[src/rtl/seq_arith_resp.sv]
// seq_arith_resp: valid/ready arithmetic responder, 1-cycle add or WIDTH-cycle shift-and-add multiply.
module seq_arith_resp #(
    parameter int WIDTH = 8,
    parameter int CNT_W = 16
) (
    input  logic               clk,
    input  logic               rst_n,
    input  logic               req_valid,
    output logic               req_ready,
    input  logic               req_op,
    input  logic [WIDTH-1:0]   req_a,
    input  logic [WIDTH-1:0]   req_b,
    output logic               rsp_valid,
    input  logic               rsp_ready,
    output logic [2*WIDTH-1:0] rsp_data,
    output logic               busy,
    output logic [CNT_W-1:0]   op_count
);
    function automatic int cnt_bits(input int w);
        int r;
        r = 0;
        while ((1 << r) < w) r++;
        return (r < 1) ? 1 : r;
    endfunction

    localparam int BW = cnt_bits(WIDTH);

    typedef enum logic [1:0] {IDLE, MUL, DONE} state_t;

    state_t             state, next_state;
    logic [2*WIDTH-1:0] acc, mcand, acc_next;
    logic [WIDTH-1:0]   mplier;
    logic [BW-1:0]      bit_cnt;
    logic               req_fire, last_bit;

    assign req_fire = req_valid && req_ready;
    assign last_bit = (bit_cnt == '0);
    assign acc_next = mplier[0] ? acc + mcand : acc;

    always_ff @(posedge clk or negedge rst_n) begin
        if (!rst_n) state <= IDLE;
        else        state <= next_state;
    end

    always_comb begin
        next_state = (state == IDLE && req_fire)     ? (req_op ? MUL : DONE) :
                     (state == MUL && last_bit)      ? DONE :
                     (state == DONE && rsp_ready)    ? IDLE : state;
    end

    always_comb begin
        req_ready = rst_n && (state == IDLE);
        rsp_valid = (state == DONE);
        busy      = (state != IDLE);
    end

    // Operands are only touched on a real handshake, so idle don't-care inputs never leak into state.
    always_ff @(posedge clk or negedge rst_n) begin
        if (!rst_n) begin
            acc      <= '0;
            mcand    <= '0;
            mplier   <= '0;
            bit_cnt  <= '0;
            rsp_data <= '0;
            op_count <= '0;
        end else begin
            if (state == IDLE && req_fire) begin
                if (req_op) begin
                    acc     <= '0;
                    mcand   <= {{WIDTH{1'b0}}, req_a};
                    mplier  <= req_b;
                    bit_cnt <= BW'(WIDTH - 1);
                end else begin
                    rsp_data <= {{(WIDTH-1){1'b0}}, {1'b0, req_a} + {1'b0, req_b}};
                end
            end
            if (state == MUL) begin
                acc     <= acc_next;
                mcand   <= mcand << 1;
                mplier  <= mplier >> 1;
                bit_cnt <= bit_cnt - 1'b1;
                if (last_bit) rsp_data <= acc_next;
            end
            if (state == DONE && rsp_ready) op_count <= op_count + 1'b1;
        end
    end
endmodule

[config.mk]
export PLATFORM = sky130hd
export DESIGN_NAME = seq_arith_resp
export DESIGN_NICKNAME = d
export VERILOG_FILES = /design/src/rtl/seq_arith_resp.sv
export SDC_FILE = /design/constraint.sdc
export NUM_CORES = 1
export LEC_CHECK = 0
export CAP_MARGIN = 20
export CORE_MARGIN = 4
export CORE_UTILIZATION = 30
export CTS_CLUSTER_DIAMETER = 40
export DETAILED_ROUTE_END_ITERATION = 6
export RECOVER_POWER = 50
export SLEW_MARGIN = 20
export SYNTH_ARGS = -nofsm -noshare
export SYNTH_HDL_FRONTEND = slang
export SYNTH_SLANG_ARGS = --single-unit
[constraint.sdc]
create_clock -name clk -period 2.7 [get_ports clk]
set_input_delay 0.405 -clock clk [delete_from_list [all_inputs] [get_ports clk]]
set_output_delay 0.405 -clock clk [all_outputs]
set_load 0.01 [all_outputs]
==> results of run 1 <==
[worst reg2reg max path, cell delays in order, from the launching register on]
cell     delay [ns]
dfrtp_1        0.39
ha_1           0.26
fa_1           0.43
a21oi_1        0.25
o21ai_0        0.17
o22ai_1        0.23
o21ai_0        0.24
mux2_2         0.28
nand3_1        0.07
[per-layer routing]
layer / vias to the layer above / wire [µm] / global-route usage [%]
met5: - / 0 / 0
met4: 0 / 97 / 3.30
met3: 8 / 571 / 3.83
met2: 81 / 5550 / 24.0
met1: 1849 / 5190 / 19.1
li1: 1847 / - / -
[cell type report]
class	count	area, µm²	area share, %
multi-input cells	374	2360	42.8
flip-flops and latches	77	1930	35.0
inverters	11	41.3	0.750
well taps	184	230	4.18
clock inverters	6	86.3	1.57
clock buffers	10	239	4.34
repair buffers	66	624	11.3
[path summary, 6_finish.rpt]
path	to	depth (start not counted)
hold reg to reg	op_count[15]$_DFFE_PN0P_	1
max in group asynchronous	rsp_data[14]$_DFF_PN0_	2
setup reg to reg	rsp_data[12]$_DFF_PN0_	8
setup / recovery	rsp_data[12]$_DFF_PN0_	8
min in group asynchronous	mplier[1]$_DFFE_PN0P_	2
hold / removal	op_count[15]$_DFFE_PN0P_	1
[registers in the layout (all words and copies together) (netlist names)]
name	cells
acc	16
bit_cnt	3
mcand	16
mplier	8
op_count	16
rsp_data	16
state	2
[where the power goes]
| group | switching (mW) | internal, mW |
|---|---|---|
| logic | 1.75 | 1.40 |
| registers | 0.381 | 1.59 |
| clock network | 0.480 | 0.833 |
| total | 2.61 | 3.82 |
[metrics by stage]
step                 TNS, ns  power (mW)  worst slack, ns
floorplan                  0        4.08            0.550
global placement           0        5.08           0.0389
detailed placement  -0.00398        5.18         -0.00398
CTS                        0        6.54            0.280
global route               0        7.00            0.109
finish                     0        6.44            0.263
[Yosys cell counts, types with 2 or more instances]
library cell and count:
o2bb2ai_1 2, o31ai_1 2, xnor2_1 26, o21a_1 3, o22ai_1 15, nor3b_1 7, nand3b_1 3, o211ai_1 6
nand3_1 28, a22oi_1 3, nor2b_1 3, nor3_1 5, ha_1 26, and3_1 3, o41ai_1 2, nor2_1 48
o21ai_0 41, nand2b_1 2, nand4_1 6, a21oi_1 24, dfrtp_1 77, mux2_2 3, a21o_1 3, or3_1 6
a211oi_1 6, and2_1 4, o21bai_1 2, clkbuf_1 18, a22o_1 4, mux2i_1 8, fa_1 2, a31oi_1 8
buf_2 3, nand2_1 56, inv_1 11, xor2_1 6
[logic make-up after synthesis]
logic type	count (synthesis)
and+or+nand+nor	175
AOI/OAI and AO/OA	128
DFF	77
buffers and inverters	34
xor gates and xnor gates	32
adders and majority gates	28
muxes	11
==> flow_metrics.env, run 1 <==
export IMPL_synth_compound_area_share_pct=17.7
export IMPL_cts_resized_gates=0
export IMPL_pin_count=56
export IMPL_gp_congestion=0.923
export IMPL_synth_top_family_by_area="simple AND/OR/NAND/NOR gates"
export IMPL_synth_edf_count=0
export IMPL_port_buffers=55
export IMPL_setup_violations=0
export IMPL_fin_util_pct=38.0
export IMPL_synth_xor_area_share_pct=6.34
export IMPL_setup_worst_path_start_class="flop"
export IMPL_slowest_stage="fa_1"
export IMPL_fp_row_count=44
export IMPL_grt_setup_unrepaired="no"
export IMPL_clk_pin_slew_ns=0.06
export IMPL_via_per_inst=5.20
export IMPL_grt_pass1_wl_um=19500
export IMPL_slew_violations=78
export IMPL_outcome="finished with violations"
export IMPL_die_area_um2=16700
export IMPL_arrival_ns=2.65
export IMPL_core_area_um2=14500
export IMPL_dp_cells=712
export IMPL_stdcell_count=728
export IMPL_layout_drive_gt1_share_pct=5.88
export IMPL_cts_setup_buffers=0
export IMPL_hold_viol=0
export IMPL_fin_skew_ns=0.00781
export IMPL_clk_latency_ns=0.34
export IMPL_clk_path_buf_depth=2
export IMPL_ff2ff_setup_slack_ns=0.26
export IMPL_cts_tree="done"
export IMPL_fin_hold_ws_ns=0.469
export IMPL_synthesis_nets=534
export IMPL_cts_made_buffers=9
export IMPL_startpoint="acc[0]$_DFFE_PN0P_"
export IMPL_r2r_start="acc[0]$_DFFE_PN0P_"
export IMPL_synth_simple_area_share_pct=18.4
export IMPL_overflow=0
export IMPL_crit_top_cell="o21ai_0"
export IMPL_synthAdderAreaFrac_pct=8.26
export IMPL_design_area_um2=5510
export IMPL_cts_root_buf="clkbuf_16"
export IMPL_failed_checks="max-capacitance violations, max-slew violations"
export IMPL_max_cap_violations=1
export IMPL_nFillCells=1474
export IMPL_layout_nets=588
export IMPL_synth_seq_cells=77
export IMPL_hpwlAfterDp_um=8490
export IMPL_max_stage_delay_ns=0.43
export IMPL_start_util_pct=30.5
export IMPL_critPathKind="flop to flop"
export IMPL_drt_iter0_markers=174
export IMPL_max_freq_ghz=0.410
export IMPL_yosysSeqAreaShare_pct=43.6
export IMPL_synth_cell_types=49
export IMPL_synth_mux_area_share_pct=2.57
export IMPL_n_antenna_cell=0
export IMPL_vias=3785
export IMPL_ys_flop_type="dfrtp_1"
export IMPL_period_minus_slack_ns=2.44
export IMPL_grt_usage_pct=14.5
export IMPL_ys_async_sr_fraction_pct=100
export IMPL_areaGrowthSynthToFinish_pct=24.5
export IMPL_powerDensity_nw_per_um2=1170
export IMPL_path_max_fanout=3
export IMPL_layout_common_cells="dfrtp_1, nand2_1, nor2_1"
export IMPL_grt_max_degree=78
export IMPL_syn_area_um2=4420
export IMPL_drc=0
export IMPL_grt_pass1_vias=3835
export IMPL_yosys_top_cells_area="dfrtp_1, ha_1, xnor2_1"
export IMPL_synth_top_area_share_pct=43.6
export IMPL_wirelength_um=11400
export IMPL_hold_path_class="flop to flop"
export IMPL_synth_avg_cell_area_um2=9.12
export IMPL_yosysTopAreaCell="dfrtp_1"
export IMPL_htree_levels=3
export IMPL_placed_area_um2=5190
export IMPL_die_h_um=129
export IMPL_path_cells="ha_1 > fa_1 > a21oi_1 > o21ai_0 > o22ai_1 > o21ai_0 > mux2_2 > nand3_1"
export IMPL_die_width_um=129
export IMPL_ys_warn_count=0
export IMPL_antenna_found_initial=0
export IMPL_min_period_over_period_pct=90.2
export IMPL_worst_pin_slew_ns=1.94
export IMPL_netlist_instances=485
export IMPL_crit_buf_inv=0
export IMPL_worstPathRequired_ns=2.92
export IMPL_slew_headroom_pct=-29.6
export IMPL_min_from="op_count[15]$_DFFE_PN0P_"
export IMPL_dr_pass1_iters=4
export IMPL_cts_hold_buf=0
export IMPL_final_common_cell="dfrtp_1"
export IMPL_p_leak_nw=2.35
export IMPL_peakVddDrop_mv=0.413
export IMPL_cts_sinks=77
export IMPL_cpLargestDelayFamily="compound AO/OA/AOI/OAI gates"
export IMPL_wl_per_cell_um=15.7
export IMPL_worst_setup_path_end_kind="flop"
export IMPL_ant_nets=0
Power figures use the tool's default switching activity.
==> run 2, diff against run 1 <==
--- a/config.mk
+++ b/config.mk
@@ -10,8 +10,8 @@
 export CORE_UTILIZATION = 30
 export CTS_CLUSTER_DIAMETER = 40
 export DETAILED_ROUTE_END_ITERATION = 6
+export MAX_ROUTING_LAYER = met4
 export RECOVER_POWER = 50
-export SLEW_MARGIN = 20
 export SYNTH_ARGS = -nofsm -noshare
 export SYNTH_HDL_FRONTEND = slang
 export SYNTH_SLANG_ARGS = --single-unit
==> run 2 against run 1 <==
  * Combinational power hardly changed
  * The flow now finishes without violations
  * Wire length is 0.29% higher
  * Largest cell class unchanged
  * Cell count is 0.27% higher
  * Highest routed layer unchanged
  * Utilization hardly changed
  * Worst setup slack worse by 0.018 ns
  * Critical path type unchanged
==> flow_metrics.env, run 2 (synthesis gave the netlist of run 1 again) <==
export IMPL_outcome="complete, no violations"
export IMPL_crit_top_cell="o21ai_0"
export IMPL_slew_headroom_pct=35.1
export IMPL_dp_cells=712
export IMPL_gp_congestion=0.937
export IMPL_pin_count=56
export IMPL_grt_usage_pct=14.7
export IMPL_cts_root_buf="clkbuf_16"
export IMPL_via_per_inst=5.24
export IMPL_max_freq_ghz=0.407
export IMPL_vias=3825
export IMPL_fin_skew_ns=0.00549
export IMPL_grt_setup_unrepaired="no"
export IMPL_busiest_layer="met2"
export IMPL_drt_iter0_markers=299
export IMPL_period_minus_slack_ns=2.45
export IMPL_path_max_fanout=3
export IMPL_stdcell_count=730
export IMPL_p_total_mw=6.37
export IMPL_powerDensity_nw_per_um2=1150
export IMPL_grt_pass1_vias=3795
export IMPL_layout_nets=590
export IMPL_wirelength_um=11400
export IMPL_cts_resized_gates=0
export IMPL_layout_common_cells="dfrtp_1, nand2_1, nor2_1"
export IMPL_wl_per_cell_um=15.7
export IMPL_fin_util_pct=38.1
export IMPL_n_antenna_cell=0
export IMPL_cts_made_buffers=9
export IMPL_worstPathRequired_ns=2.98
export IMPL_final_common_cell="dfrtp_1"
export IMPL_use_met2_pct=23.1
export IMPL_port_buffers=55
export IMPL_core_area_um2=14500
export IMPL_crit_buf_inv=0
export IMPL_min_period_over_period_pct=90.9
export IMPL_cts_tree="done"
export IMPL_place_ws_ns=-0.00379
export IMPL_worst_pin_slew_ns=0.974
export IMPL_hold_path_class="flop to flop"
export IMPL_slowest_stage="fa_1"
export IMPL_clk_path_buf_depth=2
export IMPL_cts_sinks=77
export IMPL_cts_setup_buffers=0
export IMPL_ant_nets=0
export IMPL_die_area_um2=16700
export IMPL_p_leak_nw=2.35
export IMPL_antenna_found_initial=0
export IMPL_slew_violations=0
export IMPL_clk_latency_ns=0.34
export IMPL_hold_viol=0
export IMPL_overflow=0
export IMPL_path_cells="ha_1 > fa_1 > a21oi_1 > o21ai_0 > o22ai_1 > o21ai_0 > mux2_2 > nand3_1"
export IMPL_max_cap_violations=0
export IMPL_max_stage_delay_ns=0.43
export IMPL_nFillCells=1461
export IMPL_htree_levels=3
export IMPL_use_met3_pct=3.09
export IMPL_hpwlAfterDp_um=8280
export IMPL_die_h_um=129
export IMPL_grt_max_degree=78
export IMPL_met1_usage_pct=19.0
export IMPL_cpLargestDelayFamily="compound AO/OA/AOI/OAI gates"
export IMPL_start_util_pct=30.5
export IMPL_clk_pin_slew_ns=0.06
export IMPL_dr_pass1_iters=4
export IMPL_fp_row_count=44
export IMPL_drc=0
export IMPL_worst_setup_path_end_kind="flop"
export IMPL_layout_drive_gt1_share_pct=6.04
export IMPL_die_width_um=129
export IMPL_arrival_ns=2.73
export IMPL_grt_pass1_wl_um=19000
export IMPL_areaGrowthSynthToFinish_pct=24.6
export IMPL_critPathKind="flop to flop"
export IMPL_setup_slack_ns=0.246
export IMPL_setup_violations=0
export IMPL_setup_worst_path_start_class="flop"
export IMPL_peakVddDrop_mv=0.387
## run 2: changes by cell type in the layout (fill, tap and decap cells not counted)
cell           change
clkbuf_8           +1
bufinv_16          -1
clkinvlp_4         +1
buf_4              +1
dlygate4sd3_1      +1
clkbuf_2           -1
clkbuf_4           +1
clkinv_2           -1
## run 2: metrics by stage
step / TNS [ns] / instance area (µm²) / hold slack (ns)
after global placement: 0 / 5190 / 0.454
after global routing: 0 / 5510 / 0.492
after CTS: 0 / 5500 / 0.396
after detailed placement: -0.00423 / 5190 / 0.460
after floorplan: 0 / 4420 / 0.109
final: 0 / 5510 / 0.476
## run 2: layer usage
| metal | part of all wire [%] | wire (µm) | vias to the layer above |
|---|---|---|---|
| met4 | 1.0 | 120 | 0 |
| li1 | - | - | 1853 |
| met2 | 49 | 5600 | 75 |
| met1 | 46 | 5290 | 1883 |
| met5 | 0 | 0 | - |
| met3 | 3.8 | 433 | 14 |
## run 2: path summary, 6_finish.rpt
check,cells past startpoint,end,slack (ns),startpoint
setup / recovery,8,rsp_data[12]$_DFF_PN0_,0.25,acc[0]$_DFFE_PN0P_
max in group asynchronous,4,op_count[14]$_DFFE_PN0P_,0.70,rst_n
hold reg to reg,1,op_count[15]$_DFFE_PN0P_,0.48,op_count[15]$_DFFE_PN0P_
setup reg to reg,8,rsp_data[12]$_DFF_PN0_,0.25,acc[0]$_DFFE_PN0P_
hold / removal,1,op_count[15]$_DFFE_PN0P_,0.48,op_count[15]$_DFFE_PN0P_
min in group asynchronous,3,rsp_data[0]$_DFF_PN0_,0.63,rst_n
## run 2: timing repair
action / in CTS / in global routing
setup endpoints to repair: 0 / 0
hold buffers: 0 / 1
hold endpoints to repair: 0 / 7
## run 2: area by class of cell
class | count | area (µm²) | share of cell area, %
Clock inverter | 5 | 58.8 | 1.07
Sequential cell | 77 | 1930 | 35.0
Multi-Input combinational cell | 374 | 2360 | 42.8
Timing Repair Buffer | 68 | 644 | 11.7
Clock buffer | 11 | 253 | 4.59
Inverter | 11 | 41.3 | 0.749
Tap cell | 184 | 230 | 4.18
## run 2: power by group
group,internal (mW),switching [mW]
Combinational,1.40,1.75
Sequential,1.59,0.364
Clock,0.766,0.491
Total,3.76,2.61
==> run 3, diff against run 2 <==
--- a/config.mk
+++ b/config.mk
@@ -6,7 +6,7 @@
 export NUM_CORES = 1
 export LEC_CHECK = 0
 export CAP_MARGIN = 20
-export CORE_MARGIN = 4
+export CORE_MARGIN = 2
 export CORE_UTILIZATION = 30
 export CTS_CLUSTER_DIAMETER = 40
 export DETAILED_ROUTE_END_ITERATION = 6
==> run 3 against run 2 <==
  * The flow now finishes with violations (max-capacitance violations, max-slew violations)
  * Clock skew increased by 0.0027 ns
  * Maximum frequency grew 0.71%
  * Worst hold slack lost 0.0087 ns
  * Non-clock buffer count is 2 lower
  * Register-to-register slack better by 0.02 ns
  * Via count down 3.3%
  * Count of clock-buffer cells in the layout decreased by 2
  * Sequential share of layout area increased by 0.13 points
  * Worst setup slack better by 0.017 ns
  * Global-route usage about the same
  * Utilization shrank 0.14 points
  * Power decreased by 0.90%
  * Critical endpoint unchanged
  * Largest cell class unchanged
  * Highest routed layer unchanged
==> flow_metrics.env, run 3 (synthesis gave the netlist of run 1 again) <==
export IMPL_setup_worst_path_start_class="flop"
export IMPL_gp_congestion=0.922
export IMPL_outcome="finished with violations"
export IMPL_hold_path_class="flop to flop"
export IMPL_worstPathRequired_ns=2.91
export IMPL_overflow=0
export IMPL_grt_pass1_wl_um=18500
export IMPL_ff2ff_setup_slack_ns=0.26
export IMPL_grt_max_degree=78
export IMPL_fp_row_count=44
export IMPL_fin_skew_ns=0.00821
export IMPL_arrival_ns=2.65
export IMPL_nFillCells=1480
export IMPL_whs_path_depth=1
export IMPL_grt_usage_pct=14.7
export IMPL_clkPwrFrac_pct=19.3
export IMPL_start_util_pct=30.5
export IMPL_wl_per_cell_um=15.2
export IMPL_layout_common_cells="dfrtp_1, nand2_1, nor2_1"
export IMPL_hpwlAfterDp_um=8080
export IMPL_drc=0
export IMPL_die_h_um=125
export IMPL_failed_checks="max-capacitance violations, max-slew violations"
export IMPL_port_buffers=55
export IMPL_hold_viol=0
export IMPL_p_sw_mw=2.61
export IMPL_rr_endpoint="rsp_data[12]$_DFF_PN0_"
export IMPL_r2r_start="acc[0]$_DFFE_PN0P_"
export IMPL_placed_area_um2=5180
export IMPL_seq_power_share_pct=31.0
export IMPL_areaGrowthSynthToFinish_pct=24.2
export IMPL_period_minus_slack_ns=2.44
export IMPL_die_area_um2=15700
export IMPL_slew_violations=38
export IMPL_wirelength_um=11100
export IMPL_fin_util_pct=37.9
export IMPL_pin_count=56
export IMPL_design_area_um2=5490
export IMPL_cts_root_buf="clkbuf_16"
export IMPL_cts_resized_gates=0
export IMPL_ant_nets=0
export IMPL_min_period_over_period_pct=90.3
export IMPL_powerDensity_nw_per_um2=1150
export IMPL_slew_headroom_pct=-37.2
export IMPL_setup_violations=0
export IMPL_via_per_inst=5.08
export IMPL_max_cap_violations=1
export IMPL_cts_tree="done"
export IMPL_antenna_found_initial=0
export IMPL_layout_nets=588
export IMPL_grt_setup_unrepaired="no"
export IMPL_grt_pass1_vias=3676
export IMPL_clk_latency_ns=0.34
export IMPL_dr_pass1_iters=4
export IMPL_n_antenna_cell=0
export IMPL_max_freq_ghz=0.410
export IMPL_power_frac_comb_pct=49.7
export IMPL_setup_slack_ns=0.263
export IMPL_holdPathEnd="bit_cnt[0]$_DFFE_PN0P_"
export IMPL_path_max_fanout=3
export IMPL_clk_pin_slew_ns=0.06
export IMPL_cts_hold_buf=0
export IMPL_worst_setup_path_end_kind="flop"
export IMPL_swShare_pct=41.3
export IMPL_layout_drive_gt1_share_pct=5.70
export IMPL_die_width_um=125
export IMPL_drt_iter0_markers=188
export IMPL_cts_setup_buffers=0
export IMPL_vias=3698
export IMPL_r2r_cells=8
export IMPL_place_ws_ns=-0.0472
export IMPL_final_common_cell="dfrtp_1"
export IMPL_p_int_mw=3.70
export IMPL_p_leak_nw=2.34
export IMPL_worst_pin_slew_ns=2.06
export IMPL_critPathKind="flop to flop"
export IMPL_cts_sinks=77
export IMPL_htree_levels=3
export IMPL_peakVddDrop_mv=0.471
export IMPL_core_area_um2=14500
export IMPL_cts_made_buffers=9
export IMPL_min_from="bit_cnt[0]$_DFFE_PN0P_"
export IMPL_clk_path_buf_depth=2
[run 3: cell count changes in the layout (fill, tap and decap cells not counted)]
cell           before  now
inv_6               0    1
clkinvlp_4          2    3
buf_12              0    1
buf_4              11    9
clkbuf_8            2    0
clkbuf_4            1    0
dlygate4sd3_1       9    8
clkbuf_1            1    2
[run 3: how the worst max path moves through the flow]
stage                             from                     end  slack (ns)
detailed placement            req_a[0]   rsp_data[6]$_DFF_PN0_       -0.05
finish              acc[0]$_DFFE_PN0P_  rsp_data[12]$_DFF_PN0_        0.26
floorplan           acc[0]$_DFFE_PN0P_  rsp_data[10]$_DFF_PN0_        0.55
CTS                 acc[0]$_DFFE_PN0P_  rsp_data[12]$_DFF_PN0_        0.28
global placement              req_a[0]   rsp_data[8]$_DFF_PN0_        0.04
global route        acc[0]$_DFFE_PN0P_  rsp_data[12]$_DFF_PN0_        0.08
[run 3: metrics by stage]
step	setup TNS [ns]	total power [mW]	hold WS, ns	instances
finish	0	6.31	0.468	728
global route	0	6.84	0.490	728
CTS	0	6.39	0.393	727
detailed placement	-0.0480	5.13	0.460	711
global placement	0	5.06	0.457	711
floorplan	0	4.08	0.109	485
[run 3: area by class of cell]
cell class / count / area, µm² / area share, %
multi-input cells: 374 / 2360 / 42.9
clock inverters: 7 / 75.1 / 1.37
well taps: 184 / 230 / 4.19
flip-flops and latches: 77 / 1930 / 35.1
repair buffers: 66 / 636 / 11.6
inverters: 11 / 41.3 / 0.752
clock buffers: 9 / 225 / 4.10
[run 3: power by group through the flow]
stage / Combinational [mW] / Sequential [mW] / Clock [mW]
6_report: 3.14 / 1.96 / 1.21
5_1_grt: 3.52 / 2.02 / 1.29
4_1_cts: 3.17 / 1.97 / 1.25
3_5_place_dp: 3.15 / 1.98 / 0
3_3_place_gp: 3.09 / 1.97 / 0
2_1_floorplan: 2.17 / 1.92 / 0
[run 3: worst max-delay path: stages, from the launching register on]
cell	delay, ns
dfrtp_1	0.40
ha_1	0.26
fa_1	0.42
a21oi_1	0.24
o21ai_0	0.19
o22ai_1	0.23
o21ai_0	0.24
mux2_2	0.28
nand3_1	0.07
[run 3: metal layers]
| layer | part of all wire [%] | track usage [%] | vias to the layer above |
|---|---|---|---|
| met3 | 4.4 | 2.82 | 13 |
| met2 | 47 | 24.0 | 67 |
| met1 | 47 | 19.0 | 1772 |
| met5 | 0 | - | - |
| li1 | - | - | 1846 |
| met4 | 1.5 | 3.40 | 0 |
